--- config.mk ---
export PLATFORM = sky130hd
export DESIGN_NAME = led_status_driver
export DESIGN_NICKNAME = d
export VERILOG_FILES = /design/src/rtl/led_status_driver.sv
export SDC_FILE = /design/constraint.sdc
export NUM_CORES = 1
export LEC_CHECK = 0
export ABC_AREA = 1
export ABC_CLOCK_PERIOD_IN_PS = 3200
export BUFFER_PORTS_ARGS = -buffer_cell sky130_fd_sc_hd__clkbuf_2
export CORE_MARGIN = 4
export CORE_UTILIZATION = 54
export CTS_CLUSTER_SIZE = 20
export DETAILED_ROUTE_END_ITERATION = 7
export GPL_TIMING_DRIVEN = 0
export PLACE_DENSITY_LB_ADDON = 0.2
export REMOVE_ABC_BUFFERS = 1
export SYNTH_ARGS = -nofsm -noshare
export SYNTH_HDL_FRONTEND = slang
export SYNTH_SLANG_ARGS = --single-unit
export TNS_END_PERCENT = 50
--- constraint.sdc ---
create_clock -name clk -period 3.2 [get_ports clk]
set_clock_uncertainty 0.05 [all_clocks]
set_input_delay 0.48 -clock clk [delete_from_list [all_inputs] [get_ports clk]]
set_output_delay 0.48 -clock clk [all_outputs]
set_load 0.05 [all_outputs]
--- src/rtl/led_status_driver.sv ---
// Six-LED status driver with SOLID, BLINK, FLASH and OFF display modes.
// Define LED_PWM_EN to gate the LEDs with a free-running brightness PWM.
module led_status_driver #(
  parameter int CLOCK_FREQ  = 125_000_000,
  parameter int BLINK_HZ    = 2,
  parameter int FLASH_COUNT = 3,
  parameter int PWM_BITS    = 8
) (
  input  logic                clk,
  input  logic                rst,
  input  logic [5:0]          in_data,
  input  logic [1:0]          in_mode,
  input  logic                in_valid,
  output logic                in_ready,
  input  logic [PWM_BITS-1:0] brightness,
  output logic [5:0]          leds
);

  localparam int HP_RAW  = CLOCK_FREQ / (2 * BLINK_HZ);
  localparam int HP      = (HP_RAW > 0) ? HP_RAW : 1;
  localparam int HP_W    = (HP > 1) ? $clog2(HP) : 1;
  localparam int FC_RAW  = $clog2(FLASH_COUNT + 1);
  localparam int FC_W    = (FC_RAW > 0) ? FC_RAW : 1;
  localparam int FC_LASTI = (FLASH_COUNT > 0) ? FLASH_COUNT - 1 : 0;

  localparam logic [HP_W-1:0] HP_LAST = HP_W'(HP - 1);
  localparam logic [FC_W-1:0] FC_LAST = FC_W'(FC_LASTI);

  // Encodings match in_mode so an accepted mode maps straight onto a state.
  typedef enum logic [1:0] {
    S_SOLID = 2'b00,
    S_BLINK = 2'b01,
    S_FLASH = 2'b10,
    S_OFF   = 2'b11
  } state_t;

  state_t          state, state_next;
  logic [5:0]      pattern, pattern_next;
  logic            phase, phase_next;
  logic [HP_W-1:0] hp_cnt, hp_next;
  logic [FC_W-1:0] flash_cnt, flash_next;
  logic [5:0]      leds_next;
  logic            gate;
  logic            accept;
  logic            hp_wrap;

`ifdef LED_PWM_EN
  logic [PWM_BITS-1:0] pwm_cnt;

  always_ff @(posedge clk or posedge rst) begin
    if (rst) begin
      pwm_cnt <= '0;
    end else begin
      pwm_cnt <= pwm_cnt + PWM_BITS'(1);
    end
  end

  // Full-scale brightness must stay lit through the counter's top value.
  assign gate = (pwm_cnt < brightness) || (&brightness);
`else
  logic unused_brightness;

  assign unused_brightness = ^brightness;
  assign gate              = 1'b1;
`endif

  assign in_ready = (state != S_FLASH);
  assign accept   = in_valid && in_ready;
  assign hp_wrap  = (hp_cnt == HP_LAST);

  always_ff @(posedge clk or posedge rst) begin
    if (rst) begin
      state     <= S_OFF;
      pattern   <= '0;
      phase     <= 1'b0;
      hp_cnt    <= '0;
      flash_cnt <= '0;
      leds      <= '0;
    end else begin
      state     <= state_next;
      pattern   <= pattern_next;
      phase     <= phase_next;
      hp_cnt    <= hp_next;
      flash_cnt <= flash_next;
      leds      <= leds_next;
    end
  end

  always_comb begin
    state_next   = state;
    pattern_next = pattern;
    phase_next   = phase;
    hp_next      = hp_cnt;
    flash_next   = flash_cnt;
    leds_next    = '0;

    case (state)
      S_SOLID: leds_next = pattern & {6{gate}};
      S_BLINK, S_FLASH: leds_next = phase ? (pattern & {6{gate}}) : 6'h00;
      default: leds_next = 6'h00;
    endcase

    if (state == S_BLINK || state == S_FLASH) begin
      if (hp_wrap) begin
        hp_next    = '0;
        phase_next = ~phase;
      end else begin
        hp_next = hp_cnt + HP_W'(1);
      end
    end

    // A flash pulse is complete at the end of its off-phase.
    if (state == S_FLASH && hp_wrap && !phase) begin
      if (flash_cnt == FC_LAST) begin
        state_next = S_SOLID;
        flash_next = '0;
        phase_next = 1'b0;
        hp_next    = '0;
      end else begin
        flash_next = flash_cnt + FC_W'(1);
      end
    end

    if (accept) begin
      state_next   = state_t'(in_mode);
      pattern_next = in_data;
      hp_next      = '0;
      flash_next   = '0;
      phase_next   = (in_mode == S_BLINK || in_mode == S_FLASH);
    end
  end

endmodule

==> results.cfg, run 1 <==
[final_layout]
multi_input_area_um2 = 1100
fin_util_pct = 62.8
mostFrequentLayoutCell = nand2_1
nNetsFinal = 350
seq_area_um2 = 1050
fillers = 356
layout-drive-gt1-share_pct = 16.2
area_growth_pct = 9.66
final_cell_mix = nand2_1, nor2_1, dfrtp_1, inv_1, nand3_1
insertedDiodeCount = 0

[global_routing]
grt_pass1_vias = 1919
globalRoute.totalOverflow = 0
grt_pass1_wl_um = 8480
grtUsageTotal_pct = 20.0
antenna_found_initial = 0
grt_max_degree = 43

[die]
start_util_pct = 57.3
rows = 23
io_pins = 26
dieArea_um2 = 5490
die_width_um = 74.1
die_y_um = 74.1
core_um2 = 4120

[power]
leakage_nw = 1.24
vdd_ir_drop_max_mv = 0.483
powerDensity_nw_per_um2 = 648

[place]
hpwl_um = 3580
portBuffers = 17
gp_congestion = 0.926

[clock_tree]
cts-root-buf = clkbuf_8
ctsHoldBuffers = 0
cts_tree = yes
post_cts_buffers = 0
clk_path_buf_depth = 2
cts_resized = 0
cts.sinks = 42
clkSlewWorstSetupHoldPaths_ns = 0.09
clk_latency_ns = 0.30
cts_buffers = 5
cts_htree_levels = 2

[drt]
antenna_left = 0
routedWlPerCell_um = 12.8
vias_per_cell = 5.17
vias = 1953
wirelength_um = 4820
drt-pass1-iter-count = 4
route.detailed.drc = 0
drtIter0Drc = 100

[yosys]
synthesis.area_um2 = 2360
synth_top_area_share_pct = 42.5
synth_area_leader_cell = dfrtp_1
avgSynthCellArea_um2 = 7.65
syn_inst = 308
yosysSeqAreaShare_pct = 44.7
synthTopCellsByArea = dfrtp_1, nand2_1, nor2_1, inv_1, nand3_1
yosys.cell_types.count = 31
ys_seq_elements = 42
ys_warn_count = 0

[run_status]
outcome = finished, final reports clean

[sta]
slew_headroom_pct = 42.2
final_max_slew_viol_count = 0
final.setup.tns_ns = 0
fin_crit_ns = 2.26
tightest_slew_ns = 0.865
setup_viol = 0
fmax_mhz = 443
fin_crit_sh_pct = 70.6
grt_setup_unrepaired = false
whs_ns = 0.292
final-hold-violation-count = 0

[setup_path]
r2r_start = state[0]$_DFFE_PP1P_
startpoint_type = flip-flop
startpoint = state[0]$_DFFE_PP1P_
cp.depth = 9
end_kind = flip-flop
crit_buf_inv = 2
crit_chain = inv_1, ha_1, inv_2, nor3_1, nand3_1, nor2_1, nand2_1, o21ai_0, nor2_1
r2r_end = hp_cnt[9]$_DFF_PP0_
critPathSlowestCell = dfstp_2
crit_arrival_ns = 2.38
worstPathRequired_ns = 3.32
crit_family = simple AND/OR/NAND/NOR gates
critPathKind = flip-flop to flip-flop
crit_path_max_fanout = 9
r2r_slack_ns = 0.94
slowest_delay_ns = 0.55
crit_end = hp_cnt[9]$_DFF_PP0_
r2r_cells = 9
cp_common_cell = nor2_1

[hold_path]
hp-class = input port to asynchronous set/reset pin

[run]
cap_violations = 0
## layer usage
metal  share of wire [%]  GRT usage (%)  wire [µm]  up-vias
met4                 1.7           7.44         80        0
met1                  49           27.9       2370      901
met5                   0              0          0        -
met2                  45           31.0       2180       35
met3                 4.0           3.92        193        7
li1                    -              -          -     1010
## stage by stage
| stage | instances | cell area [µm²] | total power [W] | setup slack (ns) |
|---|---|---|---|---|
| after floorplan | 303 | 2320 | 0.00112 | 1.25 |
| after global placement | 370 | 2470 | 0.00124 | 1.01 |
| after detailed placement | 370 | 2470 | 0.00127 | 0.980 |
| after CTS | 378 | 2580 | 0.00169 | 0.952 |
| after global routing | 378 | 2580 | 0.00178 | 0.742 |
| final | 378 | 2580 | 0.00167 | 0.941 |
## how the worst min path moves through the flow
| stage | end | slack (ns) | cells past startpoint |
|---|---|---|---|
| floorplan | state[0]$_DFFE_PP1P_ | 0.40 | 2 |
| global placement | leds[4]$_DFF_PP0_ | 0.42 | 2 |
| finish | leds[5]$_DFF_PP0_ | 0.29 | 2 |
| CTS | pattern[3]$_DFFE_PP0P_ | 0.33 | 2 |
| detailed placement | leds[5]$_DFF_PP0_ | 0.43 | 2 |
| global route | pattern[4]$_DFFE_PP0P_ | 0.37 | 3 |
## cell type report
type	instances	area share, %
multi-input cells	216	42.6
flip-flops and latches	42	40.8
inverters	45	6.53
repair buffers	17	3.29
clock buffers	5	2.66
well taps	50	2.42
clock inverters	3	1.74
## worst reg2reg max path: cells and delay by family (launching register included)
kind | cells | cell delay [ns]
AND/OR/NAND/NOR | 5 | 0.75
AO/OA/AOI/OAI | 1 | 0.07
buffers and inverters | 2 | 0.19
adder cells (fa/ha/maj) | 1 | 0.52
flip-flops | 1 | 0.55
## registers in the layout (all words and copies together) (netlist names)
register,cells
hp_cnt,25
leds,6
pattern,6
flash_cnt,2
state,2
phase,1
## power breakdown
| part | internal (W) | switching (W) | total (W) |
|---|---|---|---|
| Combinational | 0.000142 | 0.000411 | 0.000553 |
| Sequential | 0.000640 | 0.0000570 | 0.000697 |
| Clock | 0.000232 | 0.000192 | 0.000424 |
## cells in the mapped netlist (all sizes together)
master and n:
xor2 6, nor2 55, nand3b 1, xnor2 5, inv 45, o21ai 10
nor3 9, or2 1, a21oi 6, dfstp 2, nand3 24, a21o 1
dfrtp 40, o21a 1, nand2 76, a22oi 1, ha 4, buf 3
clkbuf 2, a221oi 1, a211oi 1, nand4 14
## logic make-up after synthesis
| kind of cell | share of synthesized area, % |
|---|---|
| buffers and inverters | 8.60 |
| AO/OA/AOI/OAI | 5.10 |
| flip-flops | 44.7 |
| XOR/XNOR | 4.09 |
| AND/OR/NAND/NOR | 35.4 |
| adder cells (fa/ha/maj) | 2.12 |
Power figures use the tool's default switching activity.
==> run 2, diff against run 1 <==
Settings changed: ABC_CLOCK_PERIOD_IN_PS 3200 to 2260.
Clock period 3.2 ns to 2.26 ns, I/O delays scaled along.
==> results.cfg, run 2 (synthesis results as in run 1) <==
[run_status]
outcome = finished, final reports clean

[sta]
final_max_slew_viol_count = 0
fin_crit_ns = 2.01
tightest_slew_ns = 0.855
slew_headroom_pct = 42.9
layout_setup_ws_ns = 0.255
setup_viol = 0
final.setup.tns_ns = 0
final-hold-violation-count = 0
fmax_mhz = 499
fin_crit_sh_pct = 88.7
grt_setup_unrepaired = false

[hold_path]
hp-class = input port to asynchronous set/reset pin

[clock_tree]
cts-root-buf = clkbuf_8
cts_buffers = 5
cts_tree = yes
cts_htree_levels = 2
clk_path_buf_depth = 2
cts.sinks = 42
clk_latency_ns = 0.29
clkSlewWorstSetupHoldPaths_ns = 0.09

[setup_path]
crit_arrival_ns = 2.11
startpoint = state[0]$_DFFE_PP1P_
end_kind = flip-flop
slowest_delay_ns = 0.55
cp_common_cell = nand3_1
crit_path_max_fanout = 9
crit_end = hp_cnt[17]$_DFF_PP0_
startpoint_type = flip-flop
r2r_end = hp_cnt[17]$_DFF_PP0_
crit_family = simple AND/OR/NAND/NOR gates
crit_buf_inv = 2
critPathKind = flip-flop to flip-flop
worstPathRequired_ns = 2.36
r2r_slack_ns = 0.25
crit_chain = inv_1, ha_4, inv_2, nor2_1, nand3_1, nor2_2, nand3_1, nand2_1, a21oi_1
r2r_start = state[0]$_DFFE_PP1P_
critPathSlowestCell = dfstp_2
r2r_cells = 9
cp.depth = 9

[final_layout]
area_growth_pct = 10.4
layout-drive-gt1-share_pct = 16.8
final_cell_mix = nand2_1, nor2_1, dfrtp_1, inv_1, nand3_1
nNetsFinal = 350
reg_top3 = hp_cnt x25, leds x6, pattern x6
mostFrequentLayoutCell = nand2_1
largest-register = hp_cnt
largest_register_ffs = 25
insertedDiodeCount = 0

[drt]
vias = 1959
route.detailed.drc = 0
routedWlPerCell_um = 12.7
drtIter0Drc = 107
antenna_left = 0
wl_met2_um = 2180
wirelength_um = 4810
vias_per_cell = 5.18
met1Wirelength_um = 2360
wl_met3_um = 191
drt-pass1-iter-count = 4
top_layer = met4

[run]
cap_violations = 0

[power]
vdd_ir_drop_max_mv = 0.778
leakage_nw = 1.24
powerDensity_nw_per_um2 = 928

[global_routing]
grtUsageTotal_pct = 20.0
globalRoute.totalOverflow = 0
grt_pass1_wl_um = 8480
grt_pass1_vias = 1919
grt_max_degree = 43
antenna_found_initial = 0

[place]
portBuffers = 17
hpwl_um = 3580
pre_cts_ws_ns = 0.0397
gp_congestion = 0.926

[die]
start_util_pct = 57.3
io_pins = 26
dieArea_um2 = 5490
rows = 23
die_y_um = 74.1
die_width_um = 74.1
core_um2 = 4120
==> run 2: final cells by class <==
| type | count | area (µm²) |
|---|---|---|
| Multi-Input combinational cell | 216 | 1120 |
| Timing Repair Buffer | 17 | 85.1 |
| Inverter | 45 | 169 |
| Clock inverter | 3 | 45.0 |
| Clock buffer | 5 | 68.8 |
| Sequential cell | 42 | 1050 |
| Fill cell | 352 | 1510 |
| Tap cell | 50 | 62.6 |
==> run 2: how the worst min path moves through the flow <==
stage                                 startpoint                endpoint  slack [ns]
after global placement    pattern[4]$_DFFE_PP0P_       leds[4]$_DFF_PP0_        0.42
after floorplan                       in_mode[0]    state[0]$_DFFE_PP1P_        0.39
after detailed placement  pattern[5]$_DFFE_PP0P_       leds[5]$_DFF_PP0_        0.43
after CTS                                    rst  pattern[3]$_DFFE_PP0P_        0.19
final                                        rst       leds[5]$_DFF_PP0_        0.15
after global routing                  in_data[4]  pattern[4]$_DFFE_PP0P_        0.23
==> run 2: layer usage <==
layer	GRT usage, %	up-vias
met4	7.44	0
met2	31.0	39
li1	-	1008
met5	0	-
met3	3.92	7
met1	27.9	905
==> run 2: stage by stage <==
| stage | hold slack, ns | utilization, % | power [W] | instances | instance area [µm²] |
|---|---|---|---|---|---|
| floorplan | 0.385 | - | 0.00159 | 303 | 2320 |
| global placement | 0.417 | 60.0 | 0.00176 | 370 | 2470 |
| detailed placement | 0.432 | 60.0 | 0.00179 | 370 | 2470 |
| CTS | 0.188 | 62.8 | 0.00239 | 378 | 2580 |
| global route | 0.226 | 63.2 | 0.00256 | 378 | 2600 |
| finish | 0.147 | 63.2 | 0.00241 | 378 | 2600 |
==> run 2: power by group <==
group	switching (W)	internal (W)	total [W]
clock	0.000272	0.000329	0.000600
combinational	0.000596	0.000231	0.000827
sequential	0.0000803	0.000907	0.000987
==> run 2: worst reg2reg max path, cell delays in order (launching register included) <==
cell and delay [ns]:
dfstp_2 0.55, inv_1 0.08, ha_4 0.35, inv_2 0.09, nor2_1 0.19, nand3_1 0.15, nor2_2 0.21, nand3_1 0.09
nand2_1 0.06, a21oi_1 0.05
==> run 2: timing repair <==
action                                  CTS  global route
hold buffers                              0             0
buffers inserted                          0             0
endpoints found under the setup margin    0             6
resized for setup                         0             3
